**config.mk**
```make
export PLATFORM = sky130hd
export DESIGN_NAME = uart_bus_responder
export DESIGN_NICKNAME = d
export VERILOG_FILES = /design/src/rtl/uart_pkg.sv /design/src/rtl/uart_rx_sampler.sv /design/src/rtl/uart_bus_responder.sv
export SDC_FILE = /design/constraint.sdc
export NUM_CORES = 1
export LEC_CHECK = 0
export ABC_AREA = 0
export BUFFER_PORTS_ARGS = -buffer_cell sky130_fd_sc_hd__buf_2
export CAP_MARGIN = 20
export CORE_MARGIN = 3
export CORE_UTILIZATION = 55
export DETAILED_ROUTE_END_ITERATION = 16
export PLACE_DENSITY = 0.86
export SYNTH_ARGS = -nofsm -noshare
export SYNTH_HDL_FRONTEND = slang
export SYNTH_SLANG_ARGS = --single-unit
```
**constraint.sdc**
```tcl
create_clock -name clk -period 6.79 [get_ports clk]
set_input_delay 0.679 -clock clk [delete_from_list [all_inputs] [get_ports clk]]
set_output_delay 0.679 -clock clk [all_outputs]
set_load 0.1 [all_outputs]
```
**src/rtl/uart_pkg.sv**
```systemverilog
// Shared types and constants for the on-chip UART responder.
package uart_pkg;

  localparam int unsigned DATA_BITS = 8;

  typedef enum logic [1:0] {TxIdle, TxStart, TxData, TxStop} tx_state_e;
  typedef enum logic [1:0] {RxIdle, RxStart, RxData, RxStop} rx_state_e;

  // Clocks per serial bit; integer division, caller must keep the result >= 4.
  function automatic int unsigned calc_div(int unsigned clk_freq, int unsigned baud);
    return clk_freq / baud;
  endfunction

endpackage

```
**src/rtl/uart_rx_sampler.sv**
```systemverilog
// 8N1 receiver: synchroniser, start-bit qualification, mid-bit sampling, stop check.
module uart_rx_sampler
  import uart_pkg::*;
#(
  parameter int unsigned DIV = 16
) (
  input  logic                 clk_i,
  input  logic                 rst_i,
  input  logic                 rxd_i,
  output logic [DATA_BITS-1:0] rx_byte_o,
  output logic                 rx_valid_o
);

  localparam int unsigned CntW = $clog2(DIV) + 1;
  localparam logic [CntW-1:0] CntLast = CntW'(DIV - 1);
  localparam logic [CntW-1:0] CntHalf = CntW'(DIV / 2 - 1);
  localparam logic [2:0] BitLast = 3'(DATA_BITS - 1);

  rx_state_e            state_q, state_d;
  logic [CntW-1:0]      cnt_q, cnt_d;
  logic [2:0]           bit_idx_q, bit_idx_d;
  logic [DATA_BITS-1:0] shift_q, shift_d;
  logic                 rxd_s1_q, rxd_s2_q, rxd_s3_q;
  logic                 fall;

  // s3 is only used for edge detection; s2 is the sampled line value.
  assign fall      = rxd_s3_q & ~rxd_s2_q;
  assign rx_byte_o = shift_q;

  always_comb begin
    state_d    = state_q;
    cnt_d      = cnt_q;
    bit_idx_d  = bit_idx_q;
    shift_d    = shift_q;
    rx_valid_o = 1'b0;
    unique case (state_q)
      RxIdle: begin
        if (fall) begin
          state_d = RxStart;
          cnt_d   = '0;
        end
      end
      RxStart: begin
        if (cnt_q == CntHalf) begin
          cnt_d     = '0;
          bit_idx_d = '0;
          // Line back high at mid start bit is a glitch, not a frame.
          state_d   = rxd_s2_q ? RxIdle : RxData;
        end else begin
          cnt_d = cnt_q + CntW'(1);
        end
      end
      RxData: begin
        if (cnt_q == CntLast) begin
          cnt_d     = '0;
          shift_d   = {rxd_s2_q, shift_q[DATA_BITS-1:1]};
          bit_idx_d = bit_idx_q + 3'd1;
          if (bit_idx_q == BitLast) state_d = RxStop;
        end else begin
          cnt_d = cnt_q + CntW'(1);
        end
      end
      RxStop: begin
        if (cnt_q == CntLast) begin
          cnt_d      = '0;
          rx_valid_o = rxd_s2_q;
          state_d    = RxIdle;
        end else begin
          cnt_d = cnt_q + CntW'(1);
        end
      end
      default: state_d = RxIdle;
    endcase
  end

  always_ff @(posedge clk_i or posedge rst_i) begin
    if (rst_i) begin
      state_q   <= RxIdle;
      cnt_q     <= '0;
      bit_idx_q <= '0;
      shift_q   <= '0;
      rxd_s1_q  <= 1'b1;
      rxd_s2_q  <= 1'b1;
      rxd_s3_q  <= 1'b1;
    end else begin
      state_q   <= state_d;
      cnt_q     <= cnt_d;
      bit_idx_q <= bit_idx_d;
      shift_q   <= shift_d;
      rxd_s1_q  <= rxd_i;
      rxd_s2_q  <= rxd_s1_q;
      rxd_s3_q  <= rxd_s2_q;
    end
  end

endmodule

```
**src/rtl/uart_bus_responder.sv**
```systemverilog
// UART device behind the CPU rdn/wrn strobe interface: THR + TX serialiser,
// receive buffer and status flags.
module uart_bus_responder
  import uart_pkg::*;
#(
  parameter int unsigned CLK_FREQ = 50000000,
  parameter int unsigned BAUD     = 9600
) (
  input  logic       clk,
  input  logic       rst,
  input  logic       rdn,
  input  logic       wrn,
  input  logic [7:0] data_in,
  output logic [7:0] data_out,
  output logic       data_oe,
  output logic       dataready,
  output logic       tbre,
  output logic       tsre,
  output logic       overrun,
  output logic       txd,
  input  logic       rxd
);

  localparam int unsigned DIV  = calc_div(CLK_FREQ, BAUD);
  localparam int unsigned CntW = $clog2(DIV) + 1;
  localparam logic [CntW-1:0] CntLast = CntW'(DIV - 1);
  localparam logic [2:0] BitLast = 3'(DATA_BITS - 1);

  tx_state_e            tx_state_q, tx_state_d;
  logic [CntW-1:0]      tx_cnt_q, tx_cnt_d;
  logic [2:0]           tx_bit_q, tx_bit_d;
  logic [DATA_BITS-1:0] tx_shift_q, tx_shift_d;
  logic [DATA_BITS-1:0] thr_q, thr_d;
  logic [DATA_BITS-1:0] data_out_q, data_out_d;
  logic                 tbre_q, tbre_d, tsre_q, tsre_d, txd_q, txd_d;
  logic                 dataready_q, dataready_d, overrun_q, overrun_d;
  logic                 rdn_q, wrn_q;
  logic                 wr_commit, rd_commit, tx_load;
  logic [DATA_BITS-1:0] rx_byte;
  logic                 rx_valid;

  uart_rx_sampler #(
    .DIV(DIV)
  ) u_rx (
    .clk_i      (clk),
    .rst_i      (rst),
    .rxd_i      (rxd),
    .rx_byte_o  (rx_byte),
    .rx_valid_o (rx_valid)
  );

  // Commit on the end of a strobe; a write overlapping a read suppresses the read.
  assign wr_commit = ~wrn_q & wrn;
  assign rd_commit = ~rdn_q & rdn & wrn_q;

  assign data_oe   = ~rdn;
  assign data_out  = data_out_q;
  assign dataready = dataready_q;
  assign tbre      = tbre_q;
  assign tsre      = tsre_q;
  assign overrun   = overrun_q;
  assign txd       = txd_q;

  always_comb begin
    tx_state_d = tx_state_q;
    tx_cnt_d   = tx_cnt_q;
    tx_bit_d   = tx_bit_q;
    tx_shift_d = tx_shift_q;
    thr_d      = thr_q;
    tbre_d     = tbre_q;
    tsre_d     = tsre_q;
    txd_d      = txd_q;
    tx_load    = 1'b0;

    if (wr_commit && tbre_q) begin
      thr_d  = data_in;
      tbre_d = 1'b0;
    end

    unique case (tx_state_q)
      TxIdle: tx_load = ~tbre_q;
      TxStart: begin
        if (tx_cnt_q == CntLast) begin
          tx_state_d = TxData;
          tx_cnt_d   = '0;
          tx_bit_d   = '0;
          txd_d      = tx_shift_q[0];
        end else begin
          tx_cnt_d = tx_cnt_q + CntW'(1);
        end
      end
      TxData: begin
        if (tx_cnt_q == CntLast) begin
          tx_cnt_d = '0;
          if (tx_bit_q == BitLast) begin
            tx_state_d = TxStop;
            txd_d      = 1'b1;
          end else begin
            tx_shift_d = tx_shift_q >> 1;
            txd_d      = tx_shift_q[1];
            tx_bit_d   = tx_bit_q + 3'd1;
          end
        end else begin
          tx_cnt_d = tx_cnt_q + CntW'(1);
        end
      end
      TxStop: begin
        if (tx_cnt_q == CntLast) begin
          tx_cnt_d = '0;
          // A pending THR byte chains straight into the next start bit.
          if (!tbre_q) begin
            tx_load = 1'b1;
          end else begin
            tx_state_d = TxIdle;
            tsre_d     = 1'b1;
          end
        end else begin
          tx_cnt_d = tx_cnt_q + CntW'(1);
        end
      end
      default: tx_state_d = TxIdle;
    endcase

    if (tx_load) begin
      tx_state_d = TxStart;
      tx_cnt_d   = '0;
      tx_shift_d = thr_q;
      tbre_d     = 1'b1;
      tsre_d     = 1'b0;
      txd_d      = 1'b0;
    end
  end

  always_comb begin
    data_out_d  = data_out_q;
    dataready_d = dataready_q;
    overrun_d   = overrun_q;
    if (rd_commit) begin
      dataready_d = 1'b0;
      overrun_d   = 1'b0;
    end
    // A store in the same clk as a read wins and does not count as overrun.
    if (rx_valid) begin
      data_out_d  = rx_byte;
      dataready_d = 1'b1;
      if (dataready_q && !rd_commit) overrun_d = 1'b1;
    end
  end

  always_ff @(posedge clk or posedge rst) begin
    if (rst) begin
      tx_state_q  <= TxIdle;
      tx_cnt_q    <= '0;
      tx_bit_q    <= '0;
      tx_shift_q  <= '0;
      thr_q       <= '0;
      tbre_q      <= 1'b1;
      tsre_q      <= 1'b1;
      txd_q       <= 1'b1;
      data_out_q  <= '0;
      dataready_q <= 1'b0;
      overrun_q   <= 1'b0;
      rdn_q       <= 1'b1;
      wrn_q       <= 1'b1;
    end else begin
      tx_state_q  <= tx_state_d;
      tx_cnt_q    <= tx_cnt_d;
      tx_bit_q    <= tx_bit_d;
      tx_shift_q  <= tx_shift_d;
      thr_q       <= thr_d;
      tbre_q      <= tbre_d;
      tsre_q      <= tsre_d;
      txd_q       <= txd_d;
      data_out_q  <= data_out_d;
      dataready_q <= dataready_d;
      overrun_q   <= overrun_d;
      rdn_q       <= rdn;
      wrn_q       <= wrn;
    end
  end

endmodule
```
; Yosys cells after proc, flatten, opt, wreduce, memory -nomap -nowiden
; Cells that the tools add are included.
[classes]
eq_ne = 25
mux = 53
reduce_logical = 26
addsub = 4
n_bitwise = 9
[op_table]
columns = cell, n
row1 = two-way mux 14 bit, 6
row2 = case mux 14 bit (3 select lines), 1
row3 = two-way mux 8 bit, 4
row4 = "adder 14 x 1 -> 14 bit, second input constant", 2
row5 = "== test 14 x 13 -> 1 bit, second input constant", 2
row6 = two-way mux 2 bit, 12
row7 = two-way mux 1 bit, 19
row8 = nonzero test 2 bit, 9
row9 = two-way mux 3 bit, 5
row10 = "inequality test 3 bit, second input constant", 5
row11 = "== test 14 x 12 -> 1 bit, second input constant", 1
row12 = case mux 3 bit (2 select lines), 2
row13 = AND reduction 3 bit, 4
row14 = "inequality test 2 x 1 -> 1 bit, second input constant", 5
row15 = "== test 2 bit, second input constant", 4
row16 = "inequality test 2 bit, second input constant", 4
row17 = case mux 2 bit (4 select lines), 1
row18 = "adder 3 x 1 -> 3 bit, second input constant", 2
row19 = "== test 3 bit, second input constant", 2
row20 = case mux 2 bit (3 select lines), 1
row21 = AND reduction 6 bit, 1
row22 = NOT 1 bit, 5
row23 = AND reduction 5 bit, 1
row24 = AND 1 bit, 4
row25 = other kinds (11), 15
[word_totals]
output_inout_bits = 14
word_cells = 137
in_bits = 13
regBits = 80

; Depth between registers and ports, before layout
; Gate-level depths: netlist of the first run.
[depth]
depth_word = 7
depth_mapped = 8
depth_no_buf = 7

; Modules after synthesis
; From an unflattened synthesis of the first run, not the netlist that was laid out.
[hier_totals]
cells_unflattened = 344
hier_area_um2 = 3935.0
[by_module_without_submodules]
columns = module, cells_per_inst, area_per_inst_um2, seq_area_each_um2, n_inst
row1 = uart_bus_responder, 206, 2404.8, 1257.5, 1
row2 = uart_rx_sampler, 138, 1530.2, 754.5, 1

; Worst setup path after synthesis of the first run
; Ideal clock, no wire load.
[synth_timing]
path_kind = flip-flop to flip-flop
startpoint = register tx_cnt_q[7]
endpoint = register tx_shift_q[2]
path_buffers = 1
arrival_ns = 2.285
setup_ns = 0.125
synth_period_minus_slack_ns = 2.409
stages_incl_launch_ff = 7
slack_ns = 4.381
required_ns = 6.665
path_cell_list = dfrtp_1 or4_4 or4_4 buf_6 nor2_8 mux2_1 mux2_2
[synth_via]
elab_chain_len = 5
elab_cells_between_ends = 8
cone_classes = eq/ne (2) / mux (3) / reduce/logical (3)
[synth_rtl]
columns = element, line
row1 = "start, declared", uart_bus_responder.sv:30  ; logic [CntW-1:0] tx_cnt_q, tx_cnt_d;
row2 = "start signal, assigned", uart_bus_responder.sv:167  ; tx_cnt_q <= tx_cnt_d;
row3 = == test 14 x 13 -> 1 bit *, "uart_bus_responder.sv:93, uart_bus_responder.sv:108"
row4 = two-way mux 1 bit, uart_bus_responder.sv:108  ; if (tx_cnt_q == CntLast) begin
row5 = case mux 1 bit (2 select lines), uart_bus_responder.sv:80  ; unique case (tx_state_q)
row6 = inequality test 2 bit (no line) or nonzero test 2 bit (tied branches), n/a
row7 = AND reduction 3 bit (no line), n/a
row8 = "end signal, assigned", uart_bus_responder.sv:169  ; tx_shift_q <= tx_shift_d;
row9 = "end, declared", uart_bus_responder.sv:32  ; logic [DATA_BITS-1:0] tx_shift_q, tx_shift_d;
; Every way passes the cells marked *; elsewhere a longest branch is shown, timed or not.
; A chain may end at the register's enable or synchronous reset.

; Worst setup path after layout of the first run
[layout_timing]
startpoint = register tx_cnt_q[7]
endpoint = register tx_shift_q[4]
; Same word-level chain as after synthesis.

==> results of run 1 <==
[synth_stat cells, drive strengths merged (3+ instances only)]
cell type	count	area, um2
dfrtp	72	1800
mux2	39	439
nand2	36	135
nor2	32	136
o21ai	16	83.8
nand3	12	60.1
a31oi	11	68.8
ha	11	138
a21oi	8	40.0
clkbuf	8	30.0
dfstp	8	210
inv	8	30.0
nor3	7	46.3
xnor2	7	61.3
and3	6	37.5
nand3b	5	37.5
nand4	5	31.3
xor2	5	43.8
a22o	4	35.0
and4	3	26.3
buf	3	27.5
nand2b	3	18.8
o21a	3	22.5
[sequential cells by signal, summed over array words and instances, names as in the netlist, 2 cells and up, named ones only]
register and count:
tx_cnt_q 14, u_rx.cnt_q 14, data_out 8, thr_q 8, tx_shift_q 8, u_rx.rx_byte_o 8, tx_bit_q 3, u_rx.bit_idx_q 3
tx_state_q 2
[cell type report]
| cell class | instances | area (um2) |
|---|---|---|
| repair buffers | 28 | 143 |
| fillers | 482 | 2330 |
| multi-input cells | 242 | 1720 |
| flip-flops and latches | 80 | 2010 |
| inverters | 8 | 30.0 |
| clock buffers | 11 | 141 |
| well taps | 77 | 96.3 |
| clock inverters | 5 | 56.3 |
[path summary, 6_finish.rpt]
kind                                     from             end  slack, ns  cells after the start
worst max-delay path              tx_cnt_q[7]   tx_shift_q[4]       4.27                      5
worst min-delay path            u_rx.rxd_s1_q   u_rx.rxd_s2_q       0.36                      0
worst max register to register    tx_cnt_q[7]   tx_shift_q[4]       4.27                      5
worst min register to register  u_rx.rxd_s1_q   u_rx.rxd_s2_q       0.36                      0
max in group asynchronous                 rst   tx_shift_q[2]       5.53                      3
min in group asynchronous                 rst  u_rx.cnt_q[12]       0.63                      3
[power by group]
group          internal [mW]  switching, mW
clock                  0.179          0.166
combinational         0.0410         0.0745
sequential             0.503         0.0248
total                  0.723          0.265
[metrics by stage]
| step | area (um2) | instances | utilization | setup WS, ns | hold slack, ns |
|---|---|---|---|---|---|
| 2_1_floorplan | 3820 | 341 | - | 4.07 | 0.345 |
| 6_report | 4200 | 451 | 0.643 | 4.27 | 0.356 |
| 5_1_grt | 4200 | 451 | 0.643 | 4.10 | 0.366 |
| 4_1_cts | 4190 | 450 | 0.642 | 4.27 | 0.358 |
| 3_3_place_gp | 3990 | 434 | 0.611 | 4.33 | 0.346 |
| 3_5_place_dp | 3990 | 434 | 0.611 | 4.29 | 0.347 |
[critical path: stages, from the launching register on]
cell and delay [ns]:
dfrtp_1 0.43, or4_4 0.55, nor4_4 0.39, a21oi_1 0.18
nor3_4 0.47, mux2_2 0.40
[cell families after synthesis]
logic type,share of synthesized area
xor gates and xnor gates,0.0275
buffers and inverters,0.0229
and+or+nand+nor,0.175
AOI/OAI and AO/OA,0.0914
DFF,0.527
adders and majority gates,0.0361
muxes,0.120
[per-layer routing]
metal | vias to the layer above | part of all wire
met1 | 1314 | 0.45
met3 | 11 | 0.035
met2 | 50 | 0.50
met5 | - | 0
met4 | 0 | 0.012
li1 | 1278 | -
==> results.toml, run 1 <==
[outcome]
status = "completed"

[cts]
clkTransAtPathRegs_ns = 0.08
ctsResizeCount = 0
clk-insertion-delay-late_ns = 0.34
clockRootBuffer = "clkbuf_8"
cts_sinks = 80
cts_tree = "yes"
htreeDepth = 3
postCtsSetupBuffers = 0
cts_hold_buf = 0
cts_buffers = 9
clockBufferDepth = 2

[final_layout]
antenna_cells = 0
layout-drive-gt1-share = 0.246
mostFrequentLayoutCell = "dfrtp_1"
area_delta_synth_final_pct = 9.93
fin_nets = 393
layout.cells.most_common_list = "dfrtp_1, nand2_1, mux2_2"

[floorplan]
start_util = 0.584
dieArea_um2 = 7980
die_y_um = 89.3
ioPinCount = 27
chipWidth_um = 89.3
core_area_um2 = 6530
fp-row-count = 29

[power_and_ir_drop]
total_power_uw = 988
powerDensity_nw_per_um2 = 236
peakVddDrop_v = 0.000220
p_leak_nw = 2.01

[synthesis]
yosys_register_bits = 80
synth_edf_count = 0
netlist_instances = 341
ys.flop_type = "dfrtp_1"
synth-async-reset-ratio = 1.00
syn-num-nets = 365
yosysUniqueCellTypes = 49
syn_avg_cell_area_um2 = 11.2
syn_area_um2 = 3820
synth_warnings = 0
ys_seq_area_frac = 0.527

[grt]
grt_max_degree = 81
grt_overflow = 0
met3_usage = 0.0664
grt_first_pass_wirelength_um = 11400
grtUsageMet2 = 0.307
track_usage = 0.186
met1_usage = 0.232
antenna_found_initial = 0
grt-busiest-layer = "met2"
first_global_vias = 2552

[worst_setup_path]
worstSetupPathType = "reg2reg"
required_ns = 7.02
end_kind = "register"
cp.arrival_ns = 2.75
cp_max_fo = 13
cp-start-kind = "register"

[place]
dp_hpwl_um = 4680
place.gp.congestion = 0.836
port_buffers = 26

[detailed_routing]
first_pass_iters = 4
drc = 0
antenna_left = 0
wl_um = 6730
drt_iter0_drc = 104
viasPerCell = 5.88
vias = 2653
wl_per_cell_um = 14.9

[sta]
tns_ns = 0
relSlewSlack = 0.353
fin_crit_sh = 0.371
setup_viol = 0
drv_slew = 0
max_freq_ghz = 0.397
layout_min_cycle_time_ns = 2.52
finClkSkew_ns = 0.00922
rsz0062_at_grt = "no"
worst_pin_slew_ns = 0.970
hold_viol = 0

[flow_run]
maxCapViolations = 0

[hold_path]
min_path_type = "reg2reg"
Note: power is estimated with default switching activity, not from simulation.
==> run 2, diff against run 1 <==
--- a/config.mk
+++ b/config.mk
@@ -5,13 +5,13 @@
 export SDC_FILE = /design/constraint.sdc
 export NUM_CORES = 1
 export LEC_CHECK = 0
-export ABC_AREA = 0
+export ABC_AREA = 1
 export BUFFER_PORTS_ARGS = -buffer_cell sky130_fd_sc_hd__buf_2
 export CAP_MARGIN = 20
 export CORE_MARGIN = 3
-export CORE_UTILIZATION = 55
+export CORE_UTILIZATION = 54
 export DETAILED_ROUTE_END_ITERATION = 16
-export PLACE_DENSITY = 0.86
+export PLACE_DENSITY = 0.87
 export SYNTH_ARGS = -nofsm -noshare
 export SYNTH_HDL_FRONTEND = slang
 export SYNTH_SLANG_ARGS = --single-unit
==> constraint.sdc (replaced) <==
create_clock -name clk -period 2.1 [get_ports clk]
set_input_delay 0.21 -clock clk [delete_from_list [all_inputs] [get_ports clk]]
set_output_delay 0.21 -clock clk [all_outputs]
set_load 0.1 [all_outputs]
==> run 2 against run 1 <==
Global-route usage increased by 2.2 points. Register-to-register slack lost 4.1 ns. Core utilization is 1.5 points lower. Clock skew is 0.0011 ns higher. Combinational power rose to 8.4 times the previous value. Cell area up 9.0%. Critical endpoint is now tx_cnt_q[8]. Critical path depth is 4 higher. Sequential power grew to 3.8 times the previous value. Synthesized area is 6.6% higher.
==> results.toml, run 2 <==
[cts]
clk-insertion-delay-late_ns = 0.36
cts_sinks = 80
htreeDepth = 3
cts_buffers = 9
clkTransAtPathRegs_ns = 0.09
ctsResizeCount = 0
clockRootBuffer = "clkbuf_8"
postCtsSetupBuffers = 0
clockBufferDepth = 2
cts_tree = "yes"

[place]
port_buffers = 26
place.gp.congestion = 0.872
dp_slack_ns = 0.256
dp_hpwl_um = 5950
dpl_cell_area_um2 = 4330
placed_cells = 610

[floorplan]
ioPinCount = 27
chipWidth_um = 92.8
die_y_um = 92.8
dieArea_um2 = 8610
core_area_um2 = 7290
start_util = 0.558
fp-row-count = 31

[synthesis]
yosysUniqueCellTypes = 36
synth.top_cell.area_share = 0.443
synth_warnings = 0
netlist_instances = 488
yosysTopAreaCell = "dfrtp_1"
synth_most_common_cell = "nand2_1"
synth_edf_count = 0
syn-num-nets = 512
ys.flop_type = "dfrtp_1"
syn_avg_cell_area_um2 = 8.34
synth-async-reset-ratio = 1.00
syn_area_um2 = 4070
ys_top_cells_by_count = "nand2_1, dfrtp_1, inv_1, nor2_1, nand3_1"
yosys_register_bits = 80
ys_seq_area_frac = 0.494
netlist_top_cells_area = "dfrtp_1, nand2_1, dfstp_2"

[hold_path]
min_path_type = "in2reg"

[final_layout]
largestRegisters = "tx_cnt_q x14, u_rx.cnt_q x14"
area_delta_synth_final_pct = 12.5
layout.cells.most_common_list = "nand2_1, dfrtp_1, nor2_1"
multi_input_area_um2 = 1770
fillers = 619
final_area_um2 = 4580
stdcell_count = 630
layout-drive-gt1-share = 0.168
fin_util = 0.627
fin_nets = 550
mostFrequentLayoutCell = "nand2_1"
antenna_cells = 0
regArea_um2 = 2010

[grt]
grt_first_pass_wirelength_um = 14300
grt-busiest-layer = "met2"
first_global_vias = 3275
met3_usage = 0.0528
grtUsageMet2 = 0.343
met1_usage = 0.268
grt_overflow = 0
grt_max_degree = 43
track_usage = 0.208
antenna_found_initial = 0

[detailed_routing]
drt_iter0_drc = 230
antenna_left = 0
wl_um = 8330
drc = 0
wl_per_cell_um = 13.2
first_pass_iters = 5
viasPerCell = 5.31
vias = 3346

[worst_setup_path]
end_kind = "register"
worstSetupPathType = "reg2reg"
cp-start-kind = "register"
cp_max_fo = 9
required_ns = 2.35
cp.arrival_ns = 2.13

[sta]
worst_pin_slew_ns = 0.545
hold-worst-slack_ns = 0.0413
drv_slew = 0
fin_crit_sh = 0.896
rsz0062_at_grt = "no"
tns_ns = 0
relSlewSlack = 0.636
max_freq_ghz = 0.531
layout_min_cycle_time_ns = 1.88
setup_viol = 0
finClkSkew_ns = 0.0103
hold_viol = 0
setup_ws_ns = 0.218

[power_and_ir_drop]
powerDensity_nw_per_um2 = 915
total_power_mw = 4.19
peakVddDrop_v = 0.000510
p_leak_nw = 2.25

[flow_run]
maxCapViolations = 0

[outcome]
status = "completed"
-- run 2: cell count changes after synthesis, sizes merged, moves of 20 or more --
| cell | previous run | this run |
|---|---|---|
| inv | 8 | 63 |
| nor2 | 32 | 61 |
| mux2 | 39 | 0 |
| nand3 | 12 | 38 |
| o21ai | 16 | 36 |
| nand2 | 36 | 130 |
-- run 2: kinds of logic (layout without fill, tap and decap cells) --
logic type,after synthesis,after routing,share of synthesized area
simple gates,257,257,0.289
flops,80,80,0.494
buf+inv,71,114,0.0707
compound gates,55,55,0.0815
xor+xnor,14,14,0.0301
fa+ha+maj,11,11,0.0338
-- run 2: routing by layer --
metal	vias up	share of wire	wire length, um
met1	1601	0.44	3660
met4	0	0.020	167
met5	-	0	0
li1	1640	-	-
met2	87	0.49	4120
met3	18	0.047	389
-- run 2: layout make-up --
type | instances | area share
flip-flops and latches | 80 | 0.440
well taps | 99 | 0.0271
repair buffers | 35 | 0.0481
clock buffers | 9 | 0.0271
multi-input cells | 337 | 0.387
clock inverters | 7 | 0.0189
inverters | 63 | 0.0525
-- run 2: critical path, stage by stage, from the launching register on --
cell and delay [ns]:
dfrtp_1 0.43, inv_1 0.09, ha_1 0.33, nor2_4 0.24
nor2_4 0.11, inv_2 0.14, nand2_1 0.09, nor2_1 0.12
xor2_1 0.16, nor2_1 0.06
-- run 2: power breakdown --
group          internal (mW)  switching [mW]  leakage, nW
Sequential              1.82           0.198         1.03
Clock                  0.573           0.623        0.104
Combinational          0.330           0.638         1.11
-- run 2: worst paths after layout --
path                                     from       endpoint  slack, ns  depth (start not counted)
worst max-delay path            tx_state_q[0]    tx_cnt_q[8]       0.22                          9
worst min-delay path               data_in[0]       thr_q[0]       0.04                          3
worst max register to register  tx_state_q[0]    tx_cnt_q[8]       0.22                          9
worst min register to register  u_rx.rxd_s1_q  u_rx.rxd_s2_q       0.36                          0
max in group asynchronous                 rst           tsre       1.02                          4
min in group asynchronous                 rst    tx_bit_q[2]       0.44                          3
-- run 2: timing repair --
item | in CTS | in global routing
hold endpoints to repair | 24 | 0
endpoints found under the setup margin | 0 | 0
hold buffers | 4 | 0
==> run 3, diff against run 2 <==
--- a/config.mk
+++ b/config.mk
@@ -6,12 +6,12 @@
 export NUM_CORES = 1
 export LEC_CHECK = 0
 export ABC_AREA = 1
-export BUFFER_PORTS_ARGS = -buffer_cell sky130_fd_sc_hd__buf_2
 export CAP_MARGIN = 20
 export CORE_MARGIN = 3
-export CORE_UTILIZATION = 54
+export CORE_UTILIZATION = 25
 export DETAILED_ROUTE_END_ITERATION = 16
-export PLACE_DENSITY = 0.87
+export DONT_BUFFER_PORTS = 1
+export PLACE_DENSITY = 0.52
 export SYNTH_ARGS = -nofsm -noshare
 export SYNTH_HDL_FRONTEND = slang
 export SYNTH_SLANG_ARGS = --single-unit
==> run 3 against run 2 <==
Via count fell by 4.9%. Final cell count increased by 17%. Sequential share of layout area is 2.3 points lower. Critical path type unchanged. Critical endpoint is now tx_cnt_q[7].
==> results.toml, run 3 (synthesis results as in run 2) <==
[detailed_routing]
drt_iter0_drc = 129
wl_per_cell_um = 11.5
viasPerCell = 4.32
first_pass_iters = 4
drc = 0
vias = 3183
antenna_left = 0
wl_um = 8450

[final_layout]
layout.cells.most_common_list = "nand2_1, dfrtp_1, nor2_1"
fin_nets = 541
largestRegisters = "tx_cnt_q x14, u_rx.cnt_q x14"
layout-drive-gt1-share = 0.136
area_delta_synth_final_pct = 18.6
mostFrequentLayoutCell = "nand2_1"
antenna_cells = 0

[grt]
grt_overflow = 0
antenna_found_initial = 0
track_usage = 0.102
first_global_vias = 3186
grt_max_degree = 81
grt_first_pass_wirelength_um = 14900

[place]
dp_hpwl_um = 6160
port_buffers = 0
place.gp.congestion = 0.881

[sta]
worst_pin_slew_ns = 0.521
max_freq_ghz = 0.546
finClkSkew_ns = 0.00887
setup_viol = 0
drv_slew = 0
fin_crit_sh = 0.873
rsz0062_at_grt = "no"
hold_viol = 0
layout_min_cycle_time_ns = 1.83
relSlewSlack = 0.653
tns_ns = 0

[floorplan]
ioPinCount = 27
die_y_um = 134
start_util = 0.256
dieArea_um2 = 17800
fp-row-count = 46
chipWidth_um = 134
core_area_um2 = 15900

[worst_setup_path]
end_kind = "register"
rr_worst_depth = 9
r2r-start = "tx_state_q[0]"
reg2reg_to = "tx_cnt_q[7]"
worstSetupPathType = "reg2reg"
cp.arrival_ns = 2.10
r2r_slack_ns = 0.27
crit_end = "tx_cnt_q[7]"
required_ns = 2.36
cp-start-kind = "register"
cp_max_fo = 9
worstSetupStartpoint = "tx_state_q[0]"

[hold_path]
min_path_type = "in2reg"

[power_and_ir_drop]
powerDensity_nw_per_um2 = 952
peakVddDrop_v = 0.000460
p_leak_nw = 2.25
total_power_mw = 4.60

[cts]
cts_sinks = 80
postCtsSetupBuffers = 0
cts_tree = "yes"
clockBufferDepth = 2
htreeDepth = 3
clk-insertion-delay-late_ns = 0.34
clkTransAtPathRegs_ns = 0.05
clockRootBuffer = "clkbuf_16"
cts_buffers = 9

[flow_run]
maxCapViolations = 0

[outcome]
status = "completed"
-- run 3: changes by cell type in the layout (fill, tap and decap cells not counted), moves of 6 or more --
cell / delta
buf_2: -26
buf_4: +11
clkbuf_8: -9
dlygate4sd3_1: +6
clkbuf_16: +9
-- run 3: repair_timing --
item | in CTS | in global routing
endpoints found under the hold margin | 81 | 0
hold buffers | 10 | 0
gates resized for setup | 0 | 0
-- run 3: area by class of cell --
class	instances	area [um2]
multi-input combinational	337	1770
inverter	63	240
clock buffer	11	233
clock inverter	4	70.1
tap	216	270
fill	1746	11100
timing repair buffer	26	233
sequential	80	2010
-- run 3: metrics by stage --
step | hold slack [ns] | setup WS (ns) | cell area [um2] | util | instances
2_1_floorplan | 0.214 | 0.303 | 4070 | - | 488
3_3_place_gp | 0.215 | 0.319 | 4420 | 0.279 | 712
3_5_place_dp | 0.215 | 0.260 | 4420 | 0.279 | 712
4_1_cts | 0.00204 | 0.254 | 4830 | 0.304 | 737
5_1_grt | 0.00962 | 0.0976 | 4830 | 0.304 | 737
6_report | 0.0156 | 0.267 | 4830 | 0.304 | 737
-- run 3: how the worst min path moves through the flow --
stage	depth (start not counted)	slack, ns	endpoint	startpoint
floorplan	0	0.21	rdn_q	rdn
global placement	0	0.21	wrn_q	wrn
detailed placement	0	0.21	wrn_q	wrn
CTS	2	0.002	thr_q[4]	data_in[4]
global route	2	0.01	thr_q[4]	data_in[4]
finish	2	0.02	thr_q[4]	data_in[4]
-- run 3: critical path, stage by stage, from the launching register on --
cell and delay (ns):
dfrtp_1 0.41, inv_1 0.08, ha_1 0.33, nor2_4 0.23, nor2_4 0.11, nor3_2 0.17
nand2_1 0.10, o21ai_0 0.13, o21ai_0 0.09, nor2_1 0.10
-- run 3: routing by layer --
layer  vias up  global-route usage  share of wire
li1       1628                   -              -
met1      1503               0.127           0.47
met2        40               0.167           0.48
met3        12              0.0196          0.025
met4         0              0.0560          0.025
met5         -                   0              0
-- run 3: power by group --
group          switching (mW)  total [mW]  internal (mW)
sequential              0.205        2.03           1.83
combinational           0.623       0.952          0.329
clock                   0.583        1.61           1.03
